### src/rtl/draw_if.sv
// draw_if: start/done handshake between the frame scheduler and the shared entity drawer
// master drives draw_start, draw_entity, draw_erase, draw_idx; slave returns draw_done
interface draw_if #(
  parameter int ENTITY_SIZE = 34,
  parameter int IDX_W = 3
);
  logic draw_start;
  logic [ENTITY_SIZE-1:0] draw_entity;
  logic draw_erase;
  logic [IDX_W-1:0] draw_idx;
  logic draw_done;
  modport master(output draw_start, draw_entity, draw_erase, draw_idx, input draw_done);
  modport slave(input draw_start, draw_entity, draw_erase, draw_idx, output draw_done);
endinterface

### src/rtl/frame_scheduler.sv
// frame_scheduler: per frame, erase the previous image of each valid entity then draw the current one
// clk/reset_n: clock and async active-low reset; frame_tick: frame pulse; entities_in: flattened entity words
// draw: handshake to the shared drawer; busy/frame_done/overrun/timeout: status and one-cycle event pulses
module frame_scheduler #(
  parameter int NUM_ENTITIES = 8,
  parameter int ENTITY_SIZE = 34,
  parameter int IDX_W = 3,
  parameter int TIMEOUT = 4096
)(
  input  logic clk,
  input  logic reset_n,
  input  logic frame_tick,
  input  logic [NUM_ENTITIES*ENTITY_SIZE-1:0] entities_in,
  draw_if.master draw,
  output logic busy,
  output logic frame_done,
  output logic overrun,
  output logic timeout
);
  localparam int CW = $clog2(TIMEOUT);
  typedef enum logic [2:0] {IDLE, SCAN, ISSUE, WAIT, FINISH} state_t;
  state_t state, state_nx;
  logic [ENTITY_SIZE-1:0] cur [NUM_ENTITIES];
  logic [ENTITY_SIZE-1:0] prev [NUM_ENTITIES];
  logic [IDX_W-1:0] idx;
  logic erase_phase;
  logic [CW-1:0] cnt;
  logic [ENTITY_SIZE-1:0] word;
  logic last, advance, valid, done_frame;
  always_comb begin
    word = erase_phase ? prev[idx] : cur[idx];
    valid = word[ENTITY_SIZE-1];
    last = idx == IDX_W'(NUM_ENTITIES-1);
    busy = state != IDLE;
    frame_done = state == FINISH;
    overrun = frame_tick && busy;
    draw.draw_start = state == ISSUE;
    // a done in the same cycle as expiry counts as a normal completion
    timeout = state == WAIT && !draw.draw_done && cnt == CW'(TIMEOUT-1);
    advance = (state == SCAN && !valid) || (state == WAIT && (draw.draw_done || timeout));
    done_frame = last && !erase_phase;
  end
  always_comb begin
    state_nx = state;
    case (state)
      IDLE:    state_nx = frame_tick ? SCAN : IDLE;
      SCAN:    state_nx = valid ? ISSUE : done_frame ? FINISH : SCAN;
      ISSUE:   state_nx = WAIT;
      WAIT:    state_nx = advance ? (done_frame ? FINISH : SCAN) : WAIT;
      FINISH:  state_nx = IDLE;
      default: state_nx = IDLE;
    endcase
  end
  always_ff @(posedge clk or negedge reset_n)
    if (!reset_n) state <= IDLE;
    else state <= state_nx;
  always_ff @(posedge clk or negedge reset_n)
    if (!reset_n) begin
      for (int i = 0; i < NUM_ENTITIES; i++) begin
        cur[i] <= '0;
        prev[i] <= '0;
      end
      idx <= '0;
      erase_phase <= 1'b0;
      cnt <= '0;
      draw.draw_entity <= '0;
      draw.draw_erase <= 1'b0;
      draw.draw_idx <= '0;
    end else begin
      if (state == IDLE && frame_tick) begin
        for (int i = 0; i < NUM_ENTITIES; i++) cur[i] <= entities_in[i*ENTITY_SIZE +: ENTITY_SIZE];
        idx <= '0;
        erase_phase <= 1'b1;
      end
      if (advance) begin
        idx <= last ? '0 : idx + 1'b1;
        if (last) erase_phase <= 1'b0;
      end
      if (state == SCAN && valid) begin
        draw.draw_entity <= word;
        draw.draw_erase <= erase_phase;
        draw.draw_idx <= idx;
      end
      cnt <= state == ISSUE ? '0 : (state == WAIT && cnt != CW'(TIMEOUT-1)) ? cnt + 1'b1 : cnt;
      if (state == FINISH) begin
        prev <= cur;
        draw.draw_entity <= '0;
        draw.draw_erase <= 1'b0;
        draw.draw_idx <= '0;
      end
    end
endmodule
### src/flat_wrapper.sv
// flat-port wrapper written by rule: the top's interface ports become plain ports
module frame_scheduler_flat 
#(
  parameter int NUM_ENTITIES = 8,
  parameter int ENTITY_SIZE = 34,
  parameter int IDX_W = 3,
  parameter int TIMEOUT = 4096
)
  (clk, reset_n, frame_tick, entities_in, busy, frame_done, overrun, timeout, draw_draw_start, draw_draw_entity, draw_draw_erase, draw_draw_idx, draw_draw_done);
  draw_if #(.ENTITY_SIZE(ENTITY_SIZE), .IDX_W(IDX_W)) draw_i ();
  input  logic clk;
  input  logic reset_n;
  input  logic frame_tick;
  input  logic [NUM_ENTITIES*ENTITY_SIZE-1:0] entities_in;
  output logic busy;
  output logic frame_done;
  output logic overrun;
  output logic timeout;
  output wire logic [$bits(draw_i.draw_start)-1:0] draw_draw_start;
  output wire logic [$bits(draw_i.draw_entity)-1:0] draw_draw_entity;
  output wire logic [$bits(draw_i.draw_erase)-1:0] draw_draw_erase;
  output wire logic [$bits(draw_i.draw_idx)-1:0] draw_draw_idx;
  input wire logic [$bits(draw_i.draw_done)-1:0] draw_draw_done;
  assign draw_draw_start = draw_i.draw_start;
  assign draw_draw_entity = draw_i.draw_entity;
  assign draw_draw_erase = draw_i.draw_erase;
  assign draw_draw_idx = draw_i.draw_idx;
  assign draw_i.draw_done = draw_draw_done;
  frame_scheduler #(.NUM_ENTITIES(NUM_ENTITIES), .ENTITY_SIZE(ENTITY_SIZE), .IDX_W(IDX_W), .TIMEOUT(TIMEOUT)) u_core (.clk(clk), .reset_n(reset_n), .frame_tick(frame_tick), .entities_in(entities_in), .draw(draw_i), .busy(busy), .frame_done(frame_done), .overrun(overrun), .timeout(timeout));
endmodule
### config.mk
export PLATFORM = sky130hd
export DESIGN_NAME = frame_scheduler_flat
export DESIGN_NICKNAME = d
export VERILOG_FILES = /design/src/rtl/draw_if.sv /design/src/rtl/frame_scheduler.sv /design/src/flat_wrapper.sv
export SDC_FILE = /design/constraint.sdc
export NUM_CORES = 1
export LEC_CHECK = 0
export BUFFER_PORTS_ARGS = -buffer_cell sky130_fd_sc_hd__buf_2
export CAP_MARGIN = 0
export CORE_MARGIN = 2
export CORE_UTILIZATION = 55
export DETAILED_ROUTE_END_ITERATION = 10
export PLACE_DENSITY = 0.87
export SLEW_MARGIN = 0
export SYNTH_ARGS = -nofsm -noshare
export SYNTH_HDL_FRONTEND = slang
export SYNTH_SLANG_ARGS = --single-unit
### constraint.sdc
create_clock -name clk -period 5 [get_ports clk]
set_input_delay 0.5 -clock clk [delete_from_list [all_inputs] [get_ports clk]]
set_output_delay 0.5 -clock clk [all_outputs]
set_load 0.02 [all_outputs]
# Word level (Yosys, flattened, before mapping)
# Index checks and enable logic that the tools add are counted.
[totals] register_bits=601 inputBits=276 out_inout_bits=43 wordCells=79
[classes] n_addsub=2 order_cmp=1 n_eq_ne=7 mux=26 bitwise=1 reduce_logical=19
[op_table] op="$mux W34" n=7
[op_table] op="$bmux W34 S3" n=2
[op_table] op="$mux W12" n=2
[op_table] op="$mux W3" n=8
[op_table] op="$add A12 B1 Y12 const B" n=1
[op_table] op="$eq A12 B12 Y1 const B" n=1
[op_table] op="$ne A12 B12 Y1 const B" n=1
[op_table] op="$pmux W3 S4" n=1
[op_table] op="$logic_and A1 B1 Y1" n=9
[op_table] op="$eq A3 B2 Y1 const B" n=2
[op_table] op="$eq A3 B3 Y1 const B" n=2
[op_table] op="$mux W1" n=6
[op_table] op="$reduce_bool A2 Y1" n=3
[op_table] op="$ge A4 B4 Y1 const B" n=1
[op_table] op="$not A3 Y4" n=1
[op_table] op="$add A3 B1 Y3 const B" n=1
[op_table] op="$eq A3 B1 Y1 const B" n=1
[op_table] op="$logic_not A1 Y1" n=3
[op_table] op="$logic_not A3 Y1" n=1
[op_table] op="$reduce_bool A3 Y1" n=1
[op_table] op="$logic_or A1 B1 Y1" n=2

# Depth between registers and ports, before layout
# Gate-level depths: netlist of run 1.
[logic_depth] depth_word=10 depth_mapped=9 mapped_depth_nobuf=6

# Worst setup path after synthesis of run 1
# OpenSTA, ideal clock, no wires.
[synth_timing] kind="flip-flop to output port" start="register u_core.state[0]" end="output frame_done" arrival_time_ps=1469 t_required_ps=4500 path_slack_ps=3031 stages_incl_launch_ff=7 n_path_buf=3 path_cell_list="dfrtp_1 -> buf_2 -> nor2_1 -> nand2_1 -> inv_1 -> clkbuf_1 -> clkbuf_1"
[synth_between] elab_chain_len=1
[synth_rtl] item="start, declared" line="frame_scheduler.sv:22" rtl="state_t state, state_nx;"
[synth_rtl] item="start signal, assigned" line="frame_scheduler.sv:56" rtl="else state <= state_nx;"
[synth_rtl] item="$eq A3 B3 Y1" line="frame_scheduler.sv:35" rtl="frame_done = state == FINISH;"
[synth_rtl] item="end, declared" line="flat_wrapper.sv:16" rtl="output logic frame_done;"
# Every way passes these cells.

# Worst setup path after layout of run 1
# Ends and elaborated chain as after synthesis.

==> results of run 1 <==
[registers in the layout, indices dropped and copies added (netlist names)]
| name | cells |
|---|---|
| u_core.cur | 272 |
| u_core.prev | 272 |
| u_core.draw.draw_entity | 34 |
| u_core.cnt | 12 |
| u_core.draw.draw_idx | 3 |
| u_core.idx | 3 |
| u_core.state | 3 |
| u_core.draw.draw_erase | 1 |
| u_core.erase_phase | 1 |
[critical path: stages (launching register included)]
cell and delay (ps):
dfrtp_1 500, nor2_1 230, nand2_4 360, inv_8 810, buf_2 310
[cells by family after synthesis]
logic type	share of synthesized area
buffers and inverters	0.03188
DFF	0.5627
AOI/OAI and AO/OA	0.03427
xor gates and xnor gates	0.002622
muxes	0.2314
adders and majority gates	0.001405
and+or+nand+nor	0.1357
[power breakdown]
part | switching, mW | internal (mW) | leakage [nW]
sequential | 1.53 | 6.55 | 7.77
combinational | 2.54 | 3.03 | 6.17
clock | 1.90 | 2.57 | 0.980
total | 5.97 | 12.2 | 14.9
[layer usage]
layer  share of wire  wire length, um  vias up
met5         0.00045               29        -
met4           0.040             2618        4
met3           0.069             4525      178
met2            0.49            31820      802
met1            0.40            26170     9471
li1                -                -     8216
[synthesized netlist by cell type, types with 12 or more instances]
cell type | n | share of area
buf_2 | 27 | 0.0051
nor2_1 | 23 | 0.0032
mux2_2 | 272 | 0.11
buf_4 | 32 | 0.0090
clkbuf_1 | 74 | 0.010
a22o_1 | 34 | 0.011
nand2_1 | 824 | 0.12
nand3_1 | 41 | 0.0077
buf_6 | 12 | 0.0051
mux4_2 | 134 | 0.11
dfrtp_1 | 601 | 0.56
o21ai_1 | 36 | 0.0067
a221oi_1 | 33 | 0.011
[worst paths after layout]
| path | from | end | slack [ps] | cells after the start |
|---|---|---|---|---|
| max | u_core.state[0]$_DFF_PN0_ | frame_done | 1540 | 4 |
| min | entities_in[230] | u_core.cur[60]$_DFFE_PN0P_ | 100 | 2 |
| max reg2reg | u_core.idx[2]$_DFFE_PN0P_ | u_core.draw.draw_entity[19]$_DFFE_PN0P_ | 1860 | 6 |
| min reg2reg | u_core.prev[105]$_DFFE_PN0P_ | u_core.prev[105]$_DFFE_PN0P_ | 470 | 2 |
| max in group asynchronous | reset_n | u_core.idx[0]$_DFFE_PN0P_ | 3060 | 3 |
| min in group asynchronous | reset_n | u_core.cur[105]$_DFFE_PN0P_ | 530 | 2 |
[metrics by stage]
stage	setup WS [ps]	hold slack (ps)
global route	1361	86.63
detailed placement	1828	459.6
floorplan	3031	204.4
CTS	1528	67.22
global placement	2000	451.8
finish	1544	104.7
[layout make-up]
class | instances | area share
Clock buffer | 85 | 0.05674
Inverter | 8 | 0.001226
Timing Repair Buffer | 344 | 0.06124
Multi-Input combinational cell | 1473 | 0.3551
Tap cell | 615 | 0.02514
Clock inverter | 24 | 0.007685
Antenna cell | 15 | 0.001226
Sequential cell | 601 | 0.4916
[timing repair]
action,4_1_cts,5_1_grt
setup buffers,0,0
gates resized for setup,0,0
hold buffers,1,0
endpoints found under the hold margin,101,0
==> run metrics, run 1 <==
post-synthesis sequential area ratio 0.5627; CTS Root Cell clkbuf_16; gr busiest metal met2; footprint of the multi-input gates 10870 sq um; Synth Instances 2236; asr flop ratio synth 1.000; Die ar. 50370 sq um; leakage 14.92 nW; post-route DRC violation count 0; detailed-routing iteration count for the pre-antenna-repair pass 5; worst-margin pin slew 1112 ps; Final min period 3456 ps; clk sinks 601; starting DRC count in detailed routing 2104; kind of critical path flop to primary output; Setup TNS Final 0 ps; GRT met1 Usage 0.3604; FF/Latch Area 15050 sq um; grt met3 use 0.04925; Syn Area/Cell 11.95 sq um; Syn Std Cell Area 26730 sq um; first-pass GRT wire length 105100 um; final core utilization 0.6397; fin cells 3165; prevailing post-synth register cell dfrtp_1; wire per inst 20.59 um; commonest non-fill, non-tap cell in the layout nand2_1; P per Cell Area 591.9 nW/um^2; synthesized flop and latch total 601; vias in the first global route 19360; Core Footprint 47850 sq um; Die Ht 224.4 um; Layout area overhead 14.52%; Final Cycle Share 0.6912; GR Overflow Total 0; Die W 224.4 um; placed cell area 28590 sq um; Final Total Pwr 18.12 mW; post-synth cell types 47; WP data arrival 2960 ps; Initial Utilization 0.5586; Max Fclk 0.2894 GHz; Fin Clk Skew 20.07 ps; final hold viol count 0; RePlAce Congestion 0.8261; IO Port Bufs 318; vias per inst 5.899; share of layout cells above drive strength 1 0.3393; antenna violations before repair 19; Design Area, Final 30610 sq um; largest net degree at the start of global routing 179; overall global routing resource usage 0.2645; clk slew on worst S/H paths 60 ps; Placed Instances 3040; I/O pin total 319; met2 Use GR 0.4161; RSZ-0062 raised after global routing false; peak supply drop 0.0003745 V; Routed WL 65160 um; worst-case clock buffer depth 3; max_cap viols 0; post-DP HPWL 41780 um; status complete, no violations; final net count 2768; startpoint types flop; Worst EP required 4500 ps; CP Capture Type primary output; Rows 80; most frequent cells in the layout 823 x nand2_1, 599 x dfrtp_1, 317 x buf_2; worst skew pair latency 630 ps; DR vias 18670; yosys warns 0; Post-synth EDFFs 0; cts bufs inserted 61; slew margin rel. 0.2584; CP max FO 178; CTS tree yes; H-Tree Depth 2; Setup Viol. Count Final 0; fillcell total 3462; Syn Nets 2515; Hold WC Path Type primary input to flop; Pins Over Slew Limit 0; antenna-violating nets left 0
No activity file was read; power rests on OpenSTA's default activity.
==> inputs of run 2 (changes only) <==
--- a/config.mk
+++ b/config.mk
@@ -8,9 +8,9 @@
 export BUFFER_PORTS_ARGS = -buffer_cell sky130_fd_sc_hd__buf_2
 export CAP_MARGIN = 0
 export CORE_MARGIN = 2
-export CORE_UTILIZATION = 55
+export CORE_UTILIZATION = 53
 export DETAILED_ROUTE_END_ITERATION = 10
-export PLACE_DENSITY = 0.87
+export PLACE_DENSITY = 0.88
 export SLEW_MARGIN = 0
 export SYNTH_ARGS = -nofsm -noshare
 export SYNTH_HDL_FRONTEND = slang
==> constraint.sdc (replaced) <==
create_clock -name clk -period 3.1 [get_ports clk]
set_input_delay 0.31 -clock clk [delete_from_list [all_inputs] [get_ports clk]]
set_output_delay 0.31 -clock clk [all_outputs]
set_load 0.02 [all_outputs]
==> run 2 against run 1 <==
  * Non-clock buffer count rose by 283
  * Clock power up 74%
  * Power rose by 71%
  * Cell count is 11% higher
  * Hold slack got worse by 6.7 ps
  * Register-to-register slack got worse by 1400 ps
  * Routed wire length increased by 24%
  * Worst setup slack got worse by 1100 ps
  * Global-route usage is 4.6 points higher
  * Design area is 10% higher
  * Die area is 3.7% higher
  * Critical path type unchanged
  * Critical endpoint is now draw_draw_start
==> run metrics, run 2 (synthesized netlist as in run 1, its figures left out) <==
max_cap viols 0; Sw Pwr 10.52 mW; worst skew pair latency 630 ps; combinational share of power 0.322; startpoint types flop; WHS 98.00 ps; grt met3 use 0.06325; GR Overflow Total 0; peak supply drop 0.0007001 V; Post-CTS Resized 0; final net count 3051; RePlAce Congestion 0.8250; Final Cycle Share 0.8455; kind of critical path flop to primary output; WP data arrival 2310 ps; worst-case clock buffer depth 3; Worst EP required 2790 ps; Pins Over Slew Limit 0; antenna-violating nets left 0; reg-to-reg endpoint u_core.draw.draw_entity[3]$_DFFE_PN0P_; CTS tree yes; slew margin rel. 0.3266; Max Fclk 0.3815 GHz; post-DP HPWL 42680 um; H-Tree Depth 2; Clk pwr share 0.251; fillcell total 3193; slowest stage delay, CP 640 ps; Final min period 2621 ps; clk sinks 601; detailed-routing iteration count for the pre-antenna-repair pass 7; commonest non-fill, non-tap cell in the layout nand2_1; worst-margin pin slew 1010 ps; final hold viol count 0; Routed WL 80960 um; I/O pin total 319; P per Cell Area 917.5 nW/um^2; status complete, no violations; Net Sw Frac 0.3395; Rows 82; gr busiest metal met2; Hold WC Path Type primary input to flop; most frequent cells in the layout 823 x nand2_1, 599 x dfrtp_1, 317 x buf_2; Placed Instances 3108; Internal Power 20.47 mW; flop2flop setup slack 510 ps; GRT met1 Usage 0.3705; starting DRC count in detailed routing 2420; IO Port Bufs 318; Core Footprint 49970 sq um; vias per inst 5.971; WP buf/inv 1; Critical-path top delay cell nor2_1; hold path startpoint draw_draw_done; RSZ-0062 raised after global routing false; Die ar. 52240 sq um; CP max FO 12; first-pass GRT wire length 126100 um; CP Capture Type primary output; Fin Clk Skew 24.66 ps; post-route DRC violation count 0; Setup Viol. Count Final 0; WHS Endpoint u_core.state[1]$_DFF_PN0_; Layout area overhead 26.38%; crit-path cells nand2b_1, nor2_1, buf_2; met2 Use GR 0.5202; vias in the first global route 22230; Final Total Pwr 30.99 mW; final core utilization 0.6760; DR vias 20920; share of layout cells above drive strength 1 0.3095; fin cells 3504; Die Ht 228.6 um; Setup TNS Final 0 ps; worst reg2reg path depth 5; antenna violations before repair 20; largest net degree at the start of global routing 195; share of power burned in registers 0.427; Initial Utilization 0.5349; leakage 16.22 nW; clk slew on worst S/H paths 60 ps; overall global routing resource usage 0.3106; Reg-to-Reg Start u_core.idx[0]$_DFFE_PN0P_; hold path depth 3; Largest regs u_core.cur: 272 flops, u_core.prev: 272 flops, u_core.draw.draw_entity: 34 flops; cts bufs inserted 61; FF/Latch Area 15050 sq um; Die W 228.6 um; footprint of the multi-input gates 10870 sq um; CTS Root Cell clkbuf_16; wire per inst 23.11 um; delay-heaviest family, CP simple AND/OR/NAND/NOR gates
-- run 2: worst max-delay path by stage --
stage / from / slack [ps] / cells past startpoint / to
CTS: u_core.state[2]$_DFF_PN0_ / 490 / 3 / draw_draw_start
finish: u_core.state[2]$_DFF_PN0_ / 480 / 3 / draw_draw_start
global route: u_core.state[2]$_DFF_PN0_ / 350 / 3 / draw_draw_start
floorplan: u_core.idx[0]$_DFFE_PN0P_ / 1150 / 6 / u_core.draw.draw_entity[10]$_DFFE_PN0P_
global placement: u_core.idx[0]$_DFFE_PN0P_ / 680 / 5 / u_core.draw.draw_entity[12]$_DFFE_PN0P_
detailed placement: u_core.idx[0]$_DFFE_PN0P_ / 640 / 5 / u_core.draw.draw_entity[3]$_DFFE_PN0P_
-- run 2: tightest hold or removal path, delay by kind of cell --
family,cells,cell delay (ps)
simple gates,1,60
compound gates,1,200
buf+inv,1,110
-- run 2: per-layer routing --
metal	vias to the layer above	part of all wire
met4	8	0.066
met1	10430	0.35
met2	1300	0.50
met5	-	0.00075
met3	410	0.080
li1	8774	-
-- run 2: repair_timing --
| item | 4_1_cts | 5_1_grt |
|---|---|---|
| setup endpoints to repair | 0 | 0 |
| buffers inserted | 0 | 0 |
| endpoints found under the hold margin | 318 | 0 |
| hold buffers | 273 | 0 |
-- run 2: layout make-up --
| cell class | count | share of cell area |
|---|---|---|
| Sequential cell | 601 | 0.4455 |
| Multi-Input combinational cell | 1473 | 0.3218 |
| Timing Repair Buffer | 627 | 0.1434 |
| Clock buffer | 87 | 0.05349 |
| Tap cell | 672 | 0.02489 |
| Clock inverter | 21 | 0.008706 |
| Inverter | 8 | 0.001111 |
| Antenna cell | 15 | 0.001111 |
-- run 2: power groups by stage --
stage / combinational (mW) / clock [mW] / sequential [mW]
2_1_floorplan: 7.32 / 0 / 12.1
3_3_place_gp: 8.81 / 0 / 12.8
3_5_place_dp: 9.21 / 0 / 13.0
4_1_cts: 9.58 / 7.77 / 12.9
5_1_grt: 10.6 / 8.18 / 13.5
6_report: 9.96 / 7.78 / 13.2
-- run 2: per-stage QoR --
stage | area, sq um | setup slack (ps)
after floorplan | 26730 | 1154
after global placement | 28900 | 677.9
after detailed placement | 28900 | 642.3
after CTS | 33740 | 486.9
after global routing | 33770 | 345.5
final | 33770 | 479.0
